==> src/rtl/instr_fetch_stage.sv <==
// Instruction-fetch stage of the five-stage MIPS pipeline.
// Latency: the word at pc reaches if_id_instr on the next clk edge; a redirect costs one bubble.
// Backpressure: stall holds pc, IF/ID and fetch_count; a redirect overrides stall.
//
// Holds the fetch PC, drives the instruction-memory address combinationally
// from it, and registers the fetched word plus its PC+4 into the IF/ID
// pipeline register. Redirects (jr, beq/bne, j/jal) are resolved in ID.
//
// Optional feature, macro FETCH_HALT_EN: fetching HALT_WORD stops the stage
// until reset. Without the macro, halted is tied low and HALT_WORD is
// fetched as an ordinary instruction.
//
// Ports:
//   clk, reset_n        clock, asynchronous active-low reset
//   stall               hazard-unit hold of pc and IF/ID
//   jr_taken/target     register-sourced redirect (highest priority)
//   branch_taken/target conditional-branch redirect
//   jump_taken/target   j/jal redirect (lowest priority)
//   imem_addr/rdata     instruction memory, combinational read
//   pc                  current fetch PC
//   if_id_*             IF/ID pipeline register (instr, pc4, valid)
//   fetch_count         instructions written valid into IF/ID
//   halted              fetch stopped on the sentinel word

module instr_fetch_stage #(
  parameter logic [31:0] RESET_PC  = 32'h0000_0000,
  parameter logic [31:0] HALT_WORD = 32'hFFFF_FFFF
) (
  input  logic        clk,
  input  logic        reset_n,
  input  logic        stall,
  input  logic        jr_taken,
  input  logic [31:0] jr_target,
  input  logic        branch_taken,
  input  logic [31:0] branch_target,
  input  logic        jump_taken,
  input  logic [31:0] jump_target,
  output logic [31:0] imem_addr,
  input  logic [31:0] imem_rdata,
  output logic [31:0] pc,
  output logic [31:0] if_id_instr,
  output logic [31:0] if_id_pc4,
  output logic        if_id_valid,
  output logic [31:0] fetch_count,
  output logic        halted
);

  typedef enum logic {
    RUN  = 1'b0,
    HALT = 1'b1
  } state_t;

  state_t      state_q;
  state_t      state_d;

  logic [31:0] pc_q;
  logic [31:0] pc4;
  logic        redirect;
  logic [31:0] redirect_target;
  logic        halt_hit;

  // Next-value / enable signals produced by the output process
  logic        pc_ld;
  logic [31:0] pc_d;
  logic        ifid_ld;
  logic [31:0] ifid_instr_d;
  logic [31:0] ifid_pc4_d;
  logic        ifid_valid_d;
  logic        cnt_inc;

  assign pc4      = pc_q + 32'd4;   // natural 32-bit wrap: FFFF_FFFC -> 0
  assign redirect = jr_taken | branch_taken | jump_taken;

  // Only one source is legal at a time; the fixed order just makes the
  // illegal multi-assert case deterministic.
  always_comb begin
    redirect_target = jump_target;
    if (jr_taken) begin
      redirect_target = jr_target;
    end else if (branch_taken) begin
      redirect_target = branch_target;
    end
  end

  // Sentinel detection only counts on a cycle that would really retire the
  // word: a same-cycle redirect marks it wrong-path, a stall postpones it.
`ifdef FETCH_HALT_EN
  assign halt_hit = ~redirect & ~stall & (imem_rdata == HALT_WORD);
`else
  assign halt_hit = 1'b0;
`endif

  // ---------------------------------------------------------------------
  // FSM: state register
  // ---------------------------------------------------------------------
  always_ff @(posedge clk or negedge reset_n) begin
    if (!reset_n) begin
      state_q <= RUN;
    end else begin
      state_q <= state_d;
    end
  end

  // ---------------------------------------------------------------------
  // FSM: next-state logic. HALT is absorbing; only reset leaves it.
  // ---------------------------------------------------------------------
  always_comb begin
    state_d = state_q;
    case (state_q)
      RUN:     if (halt_hit) state_d = HALT;
      HALT:    state_d = HALT;
      default: state_d = RUN;
    endcase
  end

  // ---------------------------------------------------------------------
  // FSM: output logic -- decides what pc, IF/ID and the counter load.
  // ---------------------------------------------------------------------
  always_comb begin
    pc_ld        = 1'b0;
    pc_d         = pc_q;
    ifid_ld      = 1'b0;
    ifid_instr_d = 32'h0;
    ifid_pc4_d   = 32'h0;
    ifid_valid_d = 1'b0;
    cnt_inc      = 1'b0;

    case (state_q)
      RUN: begin
        if (redirect) begin
          // The word fetched at the old pc is wrong-path: squash it.
          pc_ld   = 1'b1;
          pc_d    = redirect_target;
          ifid_ld = 1'b1;
        end else if (stall) begin
          // Everything holds; nothing to load.
          pc_ld   = 1'b0;
        end else if (halt_hit) begin
          // pc parks on the sentinel address; sentinel never retires.
          ifid_ld = 1'b1;
        end else begin
          pc_ld        = 1'b1;
          pc_d         = pc4;
          ifid_ld      = 1'b1;
          ifid_instr_d = imem_rdata;
          ifid_pc4_d   = pc4;
          ifid_valid_d = 1'b1;
          cnt_inc      = 1'b1;
        end
      end
      HALT: begin
        // Stall and redirects are ignored; keep feeding bubbles.
        ifid_ld = 1'b1;
      end
      default: begin
        ifid_ld = 1'b1;
      end
    endcase
  end

  // ---------------------------------------------------------------------
  // PC register
  // ---------------------------------------------------------------------
  always_ff @(posedge clk or negedge reset_n) begin
    if (!reset_n) begin
      pc_q <= RESET_PC;
    end else if (pc_ld) begin
      pc_q <= pc_d;
    end
  end

  // ---------------------------------------------------------------------
  // IF/ID pipeline register. A bubble is instr 0 (sll $0,$0,0), pc4 0,
  // valid 0, so decode sees a harmless nop even if valid were ignored.
  // ---------------------------------------------------------------------
  always_ff @(posedge clk or negedge reset_n) begin
    if (!reset_n) begin
      if_id_instr <= 32'h0;
      if_id_pc4   <= 32'h0;
      if_id_valid <= 1'b0;
    end else if (ifid_ld) begin
      if_id_instr <= ifid_instr_d;
      if_id_pc4   <= ifid_pc4_d;
      if_id_valid <= ifid_valid_d;
    end
  end

  // ---------------------------------------------------------------------
  // Retired-fetch counter, wraps naturally at 2^32.
  // ---------------------------------------------------------------------
  always_ff @(posedge clk or negedge reset_n) begin
    if (!reset_n) begin
      fetch_count <= 32'h0;
    end else if (cnt_inc) begin
      fetch_count <= fetch_count + 32'd1;
    end
  end

  assign pc        = pc_q;
  assign imem_addr = pc_q;

`ifdef FETCH_HALT_EN
  assign halted = (state_q == HALT);
`else
  assign halted = 1'b0;
`endif

endmodule

==> config.mk <==
export PLATFORM = sky130hd
export DESIGN_NAME = instr_fetch_stage
export DESIGN_NICKNAME = d
export VERILOG_FILES = /design/src/rtl/instr_fetch_stage.sv
export SDC_FILE = /design/constraint.sdc
export NUM_CORES = 1
export LEC_CHECK = 0
export CORE_UTILIZATION = 43
export DETAILED_ROUTE_END_ITERATION = 10
export HOLD_SLACK_MARGIN = 0.02
export PLACE_DENSITY = 0.93
export SLEW_MARGIN = 30
export SYNTH_ARGS = -nofsm -noshare
export SYNTH_HDL_FRONTEND = slang
export SYNTH_SLANG_ARGS = --single-unit
==> constraint.sdc <==
create_clock -name clk -period 2.63 [get_ports clk]
set_clock_uncertainty 0.15 [all_clocks]
set_input_delay 0.526 -clock clk [delete_from_list [all_inputs] [get_ports clk]]
set_output_delay 0.526 -clock clk [all_outputs]
set_load 0.05 [all_outputs]
Word level (Yosys, flattened, before mapping)
Cells that the tools add are included.

storage, ports and cells
  flip-flop bits (word level) = 130
  bits of input ports = 134
  word-level logic and storage cells = 30

operators by class
  $add $sub $neg = 2
  eq/ne operators = 1
  muxes and demuxes = 17
  bitwise gates (word level) = 3
  reduce and logical (&&, ||, !) cells = 1

operators with widths
  operator                 count
  $mux W32                 10
  $add A32 B1 Y32 const B  1
  $add A32 B3 Y32 const B  1
  $mux W1                  5
  $pmux W1 S2              2
  $reduce_and A3 Y1        1
  $ne A2 B1 Y1 const B     1
  $or A1 B1 Y1             2
  $not A1 Y1               1

Logic depth before layout (Yosys ltp)
Gate-level depths: netlist of run 1.

  depth after elaboration = 5
  mapped depth = 8
  mapped depth without buffers = 6

Least setup slack after synthesis of run 1
OpenSTA, ideal clock, no wires.

  path type = register to register
  start = register pc_q[2] (netlist: imem_addr[2])
  end = register pc_q[30] (netlist: imem_addr[30])
  arrival time = 2.515 ns
  slack = -0.166 ns
  cell stages (with the launch flop) = 7
  clock period less this slack = 2.796 ns
  cells stage by stage = dfrtp_1 > ha_1 > nand3_2 > or3_4 > or3_4 > and3_1 > or3_1

between the ends
  longest elaborated chain between the ends = 3

RTL lines
  element                 line  source
  start, declared         56    logic [31:0] pc_q;
  start signal, assigned  168   pc_q <= pc_d;
  $add A32 B3 Y32         71    assign pc4 = pc_q + 32'd4;
  $mux W32                135   end else if (stall) begin
  $mux W32                130   if (redirect) begin

No other way between the ends. The select of a mux whose other input is x is not followed.
A chain may end at the register's enable or synchronous reset.

Worst setup path after layout of run 1
  start = register pc_q[23] (netlist: imem_addr[23])
  end = output port pc[23]

RTL lines
  element        line  source
  end, declared  40    output logic [31:0] pc,

No word-level cell between the ends.

==> results.json, run 1 <==
{
  "outcome": "finished, final reports clean",
  "switching_share_pct": 32.7,
  "ys_seq_area_share_pct": 47.6,
  "path_cells": "clkdlybuf4s50_1",
  "row_count": 45,
  "power_mw": 6.28,
  "cts_made_buffers": 17,
  "switchingPower_mw": 2.05,
  "power.leakage_nw": 4.32,
  "nNetsFinal": 1100,
  "vias_per_cell": 5.43,
  "path_buf_inv": 1,
  "critPathKind": "reg -> out",
  "clk_pin_slew_worst_paths_ps": 60,
  "synth-edff-count": 0,
  "core-area_um2": 15300,
  "fillCellCount": 1148,
  "yosysTopAreaCell": "dfrtp_1",
  "power.internal_mw": 4.23,
  "io_pins": 296,
  "syn_area_um2": 6780,
  "syn_avg_cell_area_um2": 9.83,
  "crit_family": "buffers and inverters",
  "drive_gt1_share_pct": 9.52,
  "dr.pass1.iters": 5,
  "final_util_pct": 68.7,
  "yosysUniqueCellTypes": 37,
  "dr_wl_met2_mm": 11.0,
  "cts_buffer_depth": 2,
  "fin_setup_tns_ps": 0,
  "min_path_type": "reg -> reg",
  "cp-start-kind": "register",
  "cts_root_buffer": "clkbuf_16",
  "post-synth-top-area-fraction_pct": 47.6,
  "grt_pass1_vias": 6441,
  "syn2layout_area_growth_pct": 55.1,
  "regArea_um2": 3230,
  "gp_congestion": 0.870,
  "highest_layer": "met4",
  "die_area_um2": 16300,
  "clk_latency_ps": 420,
  "multi_input_area_um2": 3120,
  "ir_worst_vdd_v": 0.000446,
  "die_w_um": 128,
  "cp.required_ps": 1950,
  "postCtsResizedCells": 0,
  "worstPathMaxFanout": 8,
  "endpoint_kind": "primary output",
  "synth_common_cells": "129 x dfrtp_1, 70 x nor2_1, 62 x xnor2_1, 53 x nand2_1, 42 x mux2i_1",
  "port_buffers": 294,
  "syn_nets": 826,
  "wl_per_cell_um": 18.7,
  "diodes": 0,
  "fmax_ghz": 0.399,
  "power.share.sequential_pct": 35.5,
  "track_usage_pct": 27.6,
  "synth_cells": 690,
  "rsz0062_at_grt": "false",
  "wl_met1_mm": 8.98,
  "drc_errors": 0,
  "fin_crit_sh_pct": 95.2,
  "dp_cells": 1155,
  "drtIter0Drc": 580,
  "relSlewSlack_pct": 56.1,
  "cts-htree-levels": 4,
  "grt_antenna_before_repair": 0,
  "place_hpwl_mm": 16.7,
  "synthTopCellsByArea": "dfrtp_1 48%, xnor2_1 8.0%, mux2i_1 6.2%",
  "whs_ps": 337,
  "wl_met3_mm": 1.57,
  "pwr-share-clk_pct": 39.6,
  "cts.sinks": 129,
  "synth.most_common_cell": "dfrtp_1",
  "period_needed_ps": 2500,
  "grt_max_degree": 61,
  "finalSetupViolCount": 0,
  "wl_mm": 22.2,
  "die_h_um": 128,
  "pwr_density_cell_nw_per_um2": 597,
  "cp.arrival_ps": 1830,
  "critPathSlowestCell": "clkdlybuf4s50_1",
  "max_slew.worst_pin.slew_ps": 653,
  "comb_power_share_pct": 24.9,
  "antenna_left": 0,
  "vias": 6454,
  "cap_violations": 0,
  "synthArstFlopShare_pct": 100,
  "finalHoldViolations": 0,
  "start_util_pct": 44.3,
  "slowest_delay_ps": 870,
  "yosys_warnings": 0,
  "cts_tree": "built",
  "grt_pass1_wl_mm": 34.2,
  "ys.flop_type": "dfrtp_1",
  "finalMaxSlewViolations": 0,
  "grt_overflow": 0,
  "synth_seq_cells": 129,
  "instances_no_fill": 1188
}
timing repair:
| item | CTS | global route |
|---|---|---|
| endpoints found under the hold margin | 56 | 0 |
| endpoints found under the setup margin | 0 | 0 |
| setup buffers | 0 | 0 |
| hold buffers | 1 | 0 |
worst register-to-register path, stage by stage, from the launching register on:
cell,delay (ps)
dfrtp_2,360
ha_1,180
nand3_2,160
or3_4,500
or3_4,440
and3_1,180
or3_1,360
placed cells by master (no fill, tap or decap), drive strengths merged, types with 19 or more instances in the layout:
master         Yosys  layout
clkdlybuf4s50      0     289
dfrtp            129     129
nor2              70      70
xnor2             62      62
nand2             53      53
buf               47      46
mux2i             42      42
a22oi             30      30
a21oi             29      29
o21ai             28      28
nand3             27      27
xor2              23      23
o221ai            23      23
nor3              19      19
through the flow:
| step | area, um^2 | setup slack, ps |
|---|---|---|
| floorplan | 6790 | 10.2 |
| global placement | 9890 | 230 |
| detailed placement | 9890 | 148 |
| CTS | 10500 | 120 |
| global route | 10500 | 97.9 |
| finish | 10500 | 125 |
layer usage:
metal  track usage (%)  vias to the layer above
li1                  -                     2966
met1              35.2                     3095
met2              46.3                      345
met3              4.65                       48
met4              12.2                        0
met5                 0                        -
cell families (layout without fill, tap and decap cells):
| logic type | after synthesis | in the layout | share of synthesized area [%] |
|---|---|---|---|
| AOI/OAI and AO/OA | 118 | 118 | 11.4 |
| xor gates and xnor gates | 85 | 85 | 11.0 |
| adders and majority gates | 2 | 2 | 0.369 |
| buffers and inverters | 83 | 370 | 6.55 |
| DFF | 129 | 129 | 47.6 |
| muxes | 43 | 43 | 6.37 |
| other | 1 | 1 | 0.0553 |
| and+or+nand+nor | 229 | 229 | 16.7 |
worst paths after layout:
check	start	end	slack [ps]	depth (start not counted)
worst min register to register	fetch_count[31]$_DFFE_PN0P_	fetch_count[31]$_DFFE_PN0P_	340	1
worst min-delay path	fetch_count[31]$_DFFE_PN0P_	fetch_count[31]$_DFFE_PN0P_	340	1
min in group asynchronous	reset_n	fetch_count[29]$_DFFE_PN0P_	500	2
worst max-delay path	imem_addr[23]$_DFFE_PN0P_	pc[23]	130	1
max in group asynchronous	reset_n	imem_addr[13]$_DFFE_PN0P_	1150	3
worst max register to register	imem_addr[2]$_DFFE_PN0P_	imem_addr[30]$_DFFE_PN0P_	180	6
final cells by class:
cell class,instances,share of cell area (%)
Timing Repair Buffer,336,31.1
Sequential cell,129,30.8
Multi-Input combinational cell,478,29.6
Clock buffer,17,4.04
Tap cell,211,2.51
Clock inverter,15,1.87
Inverter,2,0.0714
registers in the layout (all words and copies together), names as in the netlist:
register	cells
fetch_count	32
if_id_instr	32
if_id_pc4	32
imem_addr	32
if_id_valid	1
power by group through the flow:
stage               logic [mW]  clock network, mW  registers, mW
finish                    1.56               2.49           2.23
global route              1.64               2.59           2.24
CTS                       1.57               2.51           2.23
detailed placement        1.56                  0           2.26
global placement          1.54                  0           2.26
floorplan                0.588                  0           2.58
Power figures use the tool's default switching activity.
==> run 2, diff against run 1 <==
--- a/config.mk
+++ b/config.mk
@@ -5,10 +5,12 @@
 export SDC_FILE = /design/constraint.sdc
 export NUM_CORES = 1
 export LEC_CHECK = 0
-export CORE_UTILIZATION = 43
+export CAP_MARGIN = 20
+export CORE_UTILIZATION = 44
+export CTS_BUF_LIST = sky130_fd_sc_hd__clkbuf_8
 export DETAILED_ROUTE_END_ITERATION = 10
 export HOLD_SLACK_MARGIN = 0.02
-export PLACE_DENSITY = 0.93
+export PLACE_DENSITY = 0.94
 export SLEW_MARGIN = 30
 export SYNTH_ARGS = -nofsm -noshare
 export SYNTH_HDL_FRONTEND = slang
==> run 2 against run 1 <==
Design area fell by 2.3%. Sequential cell count unchanged. Routed wire length about the same. Cell count down 2.2%. Sequential power is essentially flat. Global-route usage rose by 0.69 points. Core utilization down 0.83 points. Die area shrank 2.2%. Count of clock-buffer cells in the layout rose by 5. Sequential share of layout area grew 0.72 points. Register-to-register slack hardly changed.
==> results.json, run 2 (synthesis results as in run 1) <==
{
  "outcome": "finished, final reports clean",
  "vias_per_cell": 5.51,
  "whs_ps": 332,
  "max_slew.worst_pin.slew_ps": 603,
  "dr.pass1.iters": 7,
  "pwr-share-clk_pct": 31.6,
  "crit_family": "buffers and inverters",
  "path_cells": "clkdlybuf4s50_1",
  "cp.required_ps": 1950,
  "final_common_cell": "clkdlybuf4s50_1",
  "drc_errors": 0,
  "relSlewSlack_pct": 59.8,
  "finalMaxSlewViolations": 0,
  "fin_crit_sh_pct": 96.9,
  "finalHoldViolations": 0,
  "reg2reg_depth": 6,
  "cp.arrival_ps": 1870,
  "port_buffers": 294,
  "cts-htree-levels": 4,
  "drive_gt1_share_pct": 8.93,
  "pwr_density_cell_nw_per_um2": 539,
  "die_w_um": 126,
  "hold-path-cell-count": 1,
  "gp_congestion": 0.883,
  "syn2layout_area_growth_pct": 51.5,
  "switchingPower_mw": 1.88,
  "nNetsFinal": 1097,
  "layout_common_cells": "288 x clkdlybuf4s50_1, 124 x dfrtp_1, 70 x nor2_1, 62 x xnor2_1, 53 x nand2_1",
  "reg2reg_from": "imem_addr[2]$_DFFE_PN0P_",
  "power.share.sequential_pct": 40.3,
  "grt_overflow": 0,
  "comb_power_share_pct": 28.0,
  "clk_pin_slew_worst_paths_ps": 70,
  "start_util_pct": 44.8,
  "clk_latency_ps": 450,
  "worstPathMaxFanout": 8,
  "grt_max_degree": 56,
  "cts_made_buffers": 17,
  "ir_worst_vdd_v": 0.000443,
  "cts_setup_buffers": 0,
  "min_path_type": "reg -> reg",
  "diodes": 0,
  "endpoint_kind": "primary output",
  "core-area_um2": 15100,
  "cp-start-kind": "register",
  "grt_antenna_before_repair": 0,
  "wl_mm": 22.2,
  "fin_setup_tns_ps": 0,
  "r2r_slack_ps": 190,
  "hold_end": "if_id_valid$_DFFE_PN0P_",
  "critical_path_depth": 1,
  "path_buf_inv": 1,
  "grt_pass1_wl_mm": 34.7,
  "fmax_ghz": 0.392,
  "cts_buffer_depth": 2,
  "drtIter0Drc": 537,
  "regToRegEndpoint": "imem_addr[30]$_DFFE_PN0P_",
  "critPathSlowestCell": "clkdlybuf4s50_1",
  "cts_root_buffer": "clkbuf_8",
  "critPathKind": "reg -> out",
  "antenna_left": 0,
  "die_area_um2": 15900,
  "place_hpwl_mm": 16.7,
  "row_count": 45,
  "track_usage_pct": 28.3,
  "io_pins": 296,
  "hold_start": "if_id_valid$_DFFE_PN0P_",
  "die_h_um": 126,
  "cap_violations": 0,
  "switching_share_pct": 33.9,
  "period_needed_ps": 2550,
  "grt_pass1_vias": 6456,
  "finalSetupViolCount": 0,
  "power.internal_mw": 3.66,
  "rsz0062_at_grt": "false",
  "wl_per_cell_um": 19.1,
  "cts.sinks": 129,
  "power.leakage_nw": 4.24,
  "slowest_delay_ps": 890,
  "cts_tree": "built",
  "vias": 6401
}
==> run 2: repair_timing <==
action | in CTS | in global routing
hold buffers | 1 | 0
gates resized for setup | 0 | 2
hold endpoints to repair | 52 | 0
endpoints found under the setup margin | 0 | 2
==> run 2: final cells by class <==
type,instances,area (um^2)
Clock buffer,22,303
Clock inverter,10,109
Fill cell,1128,4870
Inverter,2,7.51
Multi-Input combinational cell,478,3120
Sequential cell,129,3230
Tap cell,188,235
Timing Repair Buffer,333,3270
==> run 2: power groups by stage <==
stage	registers, mW	logic, mW	clock network [mW]
final	2.23	1.55	1.75
after global routing	2.25	1.63	1.86
after CTS	2.23	1.56	1.78
after floorplan	2.58	0.588	0
after global placement	2.26	1.53	0
after detailed placement	2.27	1.55	0
==> run 2: worst max-delay path by stage <==
stage	startpoint	end
finish	imem_addr[18]$_DFFE_PN0P_	pc[18]
global route	imem_addr[11]$_DFFE_PN0P_	pc[11]
CTS	imem_addr[9]$_DFFE_PN0P_	imem_addr[9]
detailed placement	jump_taken	fetch_count[26]$_DFFE_PN0P_
global placement	jump_taken	fetch_count[29]$_DFFE_PN0P_
floorplan	imem_addr[14]$_DFFE_PN0P_	imem_addr[30]$_DFFE_PN0P_
==> run 2: through the flow <==
step	power [mW]	setup WS, ps	utilization [%]	area [um^2]	instances
global route	5.75	10.0	67.8	10300	1162
finish	5.54	81.2	67.8	10300	1162
global placement	3.79	224	65.0	9850	1129
CTS	5.57	23.5	67.8	10300	1162
detailed placement	3.82	194	65.0	9850	1129
floorplan	3.17	10.2	-	6790	690
==> run 2: metal layers <==
layer / wire [um] / vias up / track usage (%)
li1: - / 2951 / -
met1: 8820 / 3098 / 35.4
met2: 11100 / 314 / 46.4
met3: 1820 / 38 / 8.07
met4: 546 / 0 / 10.6
met5: 0 / - / 0
==> run 3, diff against run 2 <==
==> constraint.sdc (replaced) <==
create_clock -name clk -period 2.63 [get_ports clk]
set_clock_uncertainty 0.15 [all_clocks]
set_input_delay 0.3945 -clock clk [delete_from_list [all_inputs] [get_ports clk]]
set_output_delay 0.3945 -clock clk [all_outputs]
set_load 0.05 [all_outputs]
==> run 3 against run 2 <==
Worst hold slack lost 120 ps. Count of clock-buffer cells in the layout shrank 3. Worst setup slack gained 46 ps. Die area is the same. Via count grew 0.25%. Cell count is essentially flat. Routed wire length shrank 1.2%. Sequential share of layout area is essentially flat. Largest power group unchanged.
==> results.json, run 3 (synthesis results as in run 1) <==
{
  "outcome": "finished, final reports clean",
  "slowest_delay_ps": 480,
  "whs_ps": 207,
  "pwr_density_cell_nw_per_um2": 552,
  "finalHoldViolations": 0,
  "cts_setup_buffers": 0,
  "cts_made_buffers": 17,
  "fin_crit_sh_pct": 95.2,
  "worstPathMaxFanout": 12,
  "drc_errors": 0,
  "finalMaxSlewViolations": 0,
  "die_w_um": 126,
  "switching_share_pct": 33.3,
  "critPathSlowestCell": "or3_4",
  "power.leakage_nw": 4.22,
  "clk_pin_slew_worst_paths_ps": 80,
  "relSlewSlack_pct": 59.8,
  "period_needed_ps": 2500,
  "die_area_um2": 15900,
  "rsz0062_at_grt": "false",
  "die_h_um": 126,
  "wl_mm": 22.0,
  "fin_setup_tns_ps": 0,
  "drive_gt1_share_pct": 8.74,
  "grt_pass1_wl_mm": 34.4,
  "min_path_type": "in -> reg",
  "layout_common_cells": "290 x clkdlybuf4s50_1, 124 x dfrtp_1, 70 x nor2_1, 62 x xnor2_1, 53 x nand2_1",
  "cts-htree-levels": 4,
  "cts_buffer_depth": 2,
  "dp_cells": 1127,
  "cp.arrival_ps": 2690,
  "comb_power_share_pct": 27.5,
  "multi_input_area_um2": 3120,
  "cts_root_buffer": "clkbuf_8",
  "fillCellCount": 1129,
  "power.internal_mw": 3.78,
  "placed_cell_area_um2": 9810,
  "grt_max_degree": 59,
  "pwr-share-clk_pct": 33.3,
  "regArea_um2": 3230,
  "endpoint_kind": "register",
  "antenna_left": 0,
  "instances_no_fill": 1161,
  "grt_overflow": 0,
  "crit_top_cell": "or3_4",
  "final_common_cell": "clkdlybuf4s50_1",
  "cap_violations": 0,
  "cp.required_ps": 2820,
  "dr.pass1.iters": 5,
  "nNetsFinal": 1095,
  "switchingPower_mw": 1.89,
  "vias": 6417,
  "ir_worst_vdd_v": 0.000293,
  "vias_per_cell": 5.53,
  "power.share.sequential_pct": 39.2,
  "track_usage_pct": 28.2,
  "grt_pass1_vias": 6298,
  "start_util_pct": 44.8,
  "cp-start-kind": "register",
  "place_hpwl_mm": 16.0,
  "cts.sinks": 129,
  "critPathKind": "reg -> reg",
  "grt_antenna_before_repair": 1,
  "max_slew.worst_pin.slew_ps": 600,
  "row_count": 45,
  "drtIter0Drc": 459,
  "io_pins": 296,
  "clk_latency_ps": 460,
  "port_buffers": 294,
  "gp_congestion": 0.882,
  "finalSetupViolCount": 0,
  "fin_area_um2": 10300,
  "syn2layout_area_growth_pct": 51.4,
  "path_cells": "ha_1, nand3_2, or3_4, or3_4, and3_1, or3_1",
  "core-area_um2": 15100,
  "fmax_ghz": 0.400,
  "cts_tree": "built",
  "wl_per_cell_um": 18.9
}
## run 3: layer usage
layer	part of all wire (%)	vias to the layer above	GRT usage, %
met1	40	3061	35.9
met5	0	-	0
li1	-	2953	-
met3	7.3	64	6.50
met4	4.1	0	14.0
met2	49	339	45.2
## run 3: worst max-delay path: cells and delay by family (launching register included)
kind,cells,cell delay (ps)
AND/OR/NAND/NOR,5,1560
flip-flops,1,420
adder cells (fa/ha/maj),1,250
## run 3: repair_timing
action	4_1_cts	5_1_grt
hold buffers	1	0
endpoints found under the hold margin	48	0
gates resized for setup	0	0
## run 3: area by class of cell
class	instances	area share [%]
antenna	1	0.0244
timing repair buffer	331	31.4
sequential	129	31.5
clock inverter	13	1.80
inverter	2	0.0731
tap	188	2.29
multi-input combinational	478	30.4
clock buffer	19	2.55
## run 3: path summary, 6_finish.rpt
check	depth (start not counted)	startpoint	endpoint	slack (ps)
worst max-delay path	6	imem_addr[3]$_DFFE_PN0P_	imem_addr[30]$_DFFE_PN0P_	130
worst min-delay path	3	branch_taken	fetch_count[0]$_DFFE_PN0P_	210
worst max register to register	6	imem_addr[3]$_DFFE_PN0P_	imem_addr[30]$_DFFE_PN0P_	130
worst min register to register	1	if_id_valid$_DFFE_PN0P_	if_id_valid$_DFFE_PN0P_	330
max in group asynchronous	3	reset_n	imem_addr[6]$_DFFE_PN0P_	1270
min in group asynchronous	2	reset_n	fetch_count[5]$_DFFE_PN0P_	320
## run 3: per-stage QoR
step	total power, mW	worst slack (ps)	util, %
2_1_floorplan	3.17	10.2	-
3_3_place_gp	3.79	214	64.8
3_5_place_dp	3.81	140	64.8
4_1_cts	5.70	138	67.8
5_1_grt	5.89	41.9	67.8
6_report	5.67	128	67.8
## run 3: power groups by stage
stage	Clock [mW]	Combinational (mW)	Sequential [mW]
3_5_place_dp	0	1.55	2.26
2_1_floorplan	0	0.588	2.58
4_1_cts	1.92	1.56	2.22
3_3_place_gp	0	1.54	2.25
6_report	1.89	1.56	2.22
5_1_grt	2.02	1.64	2.23
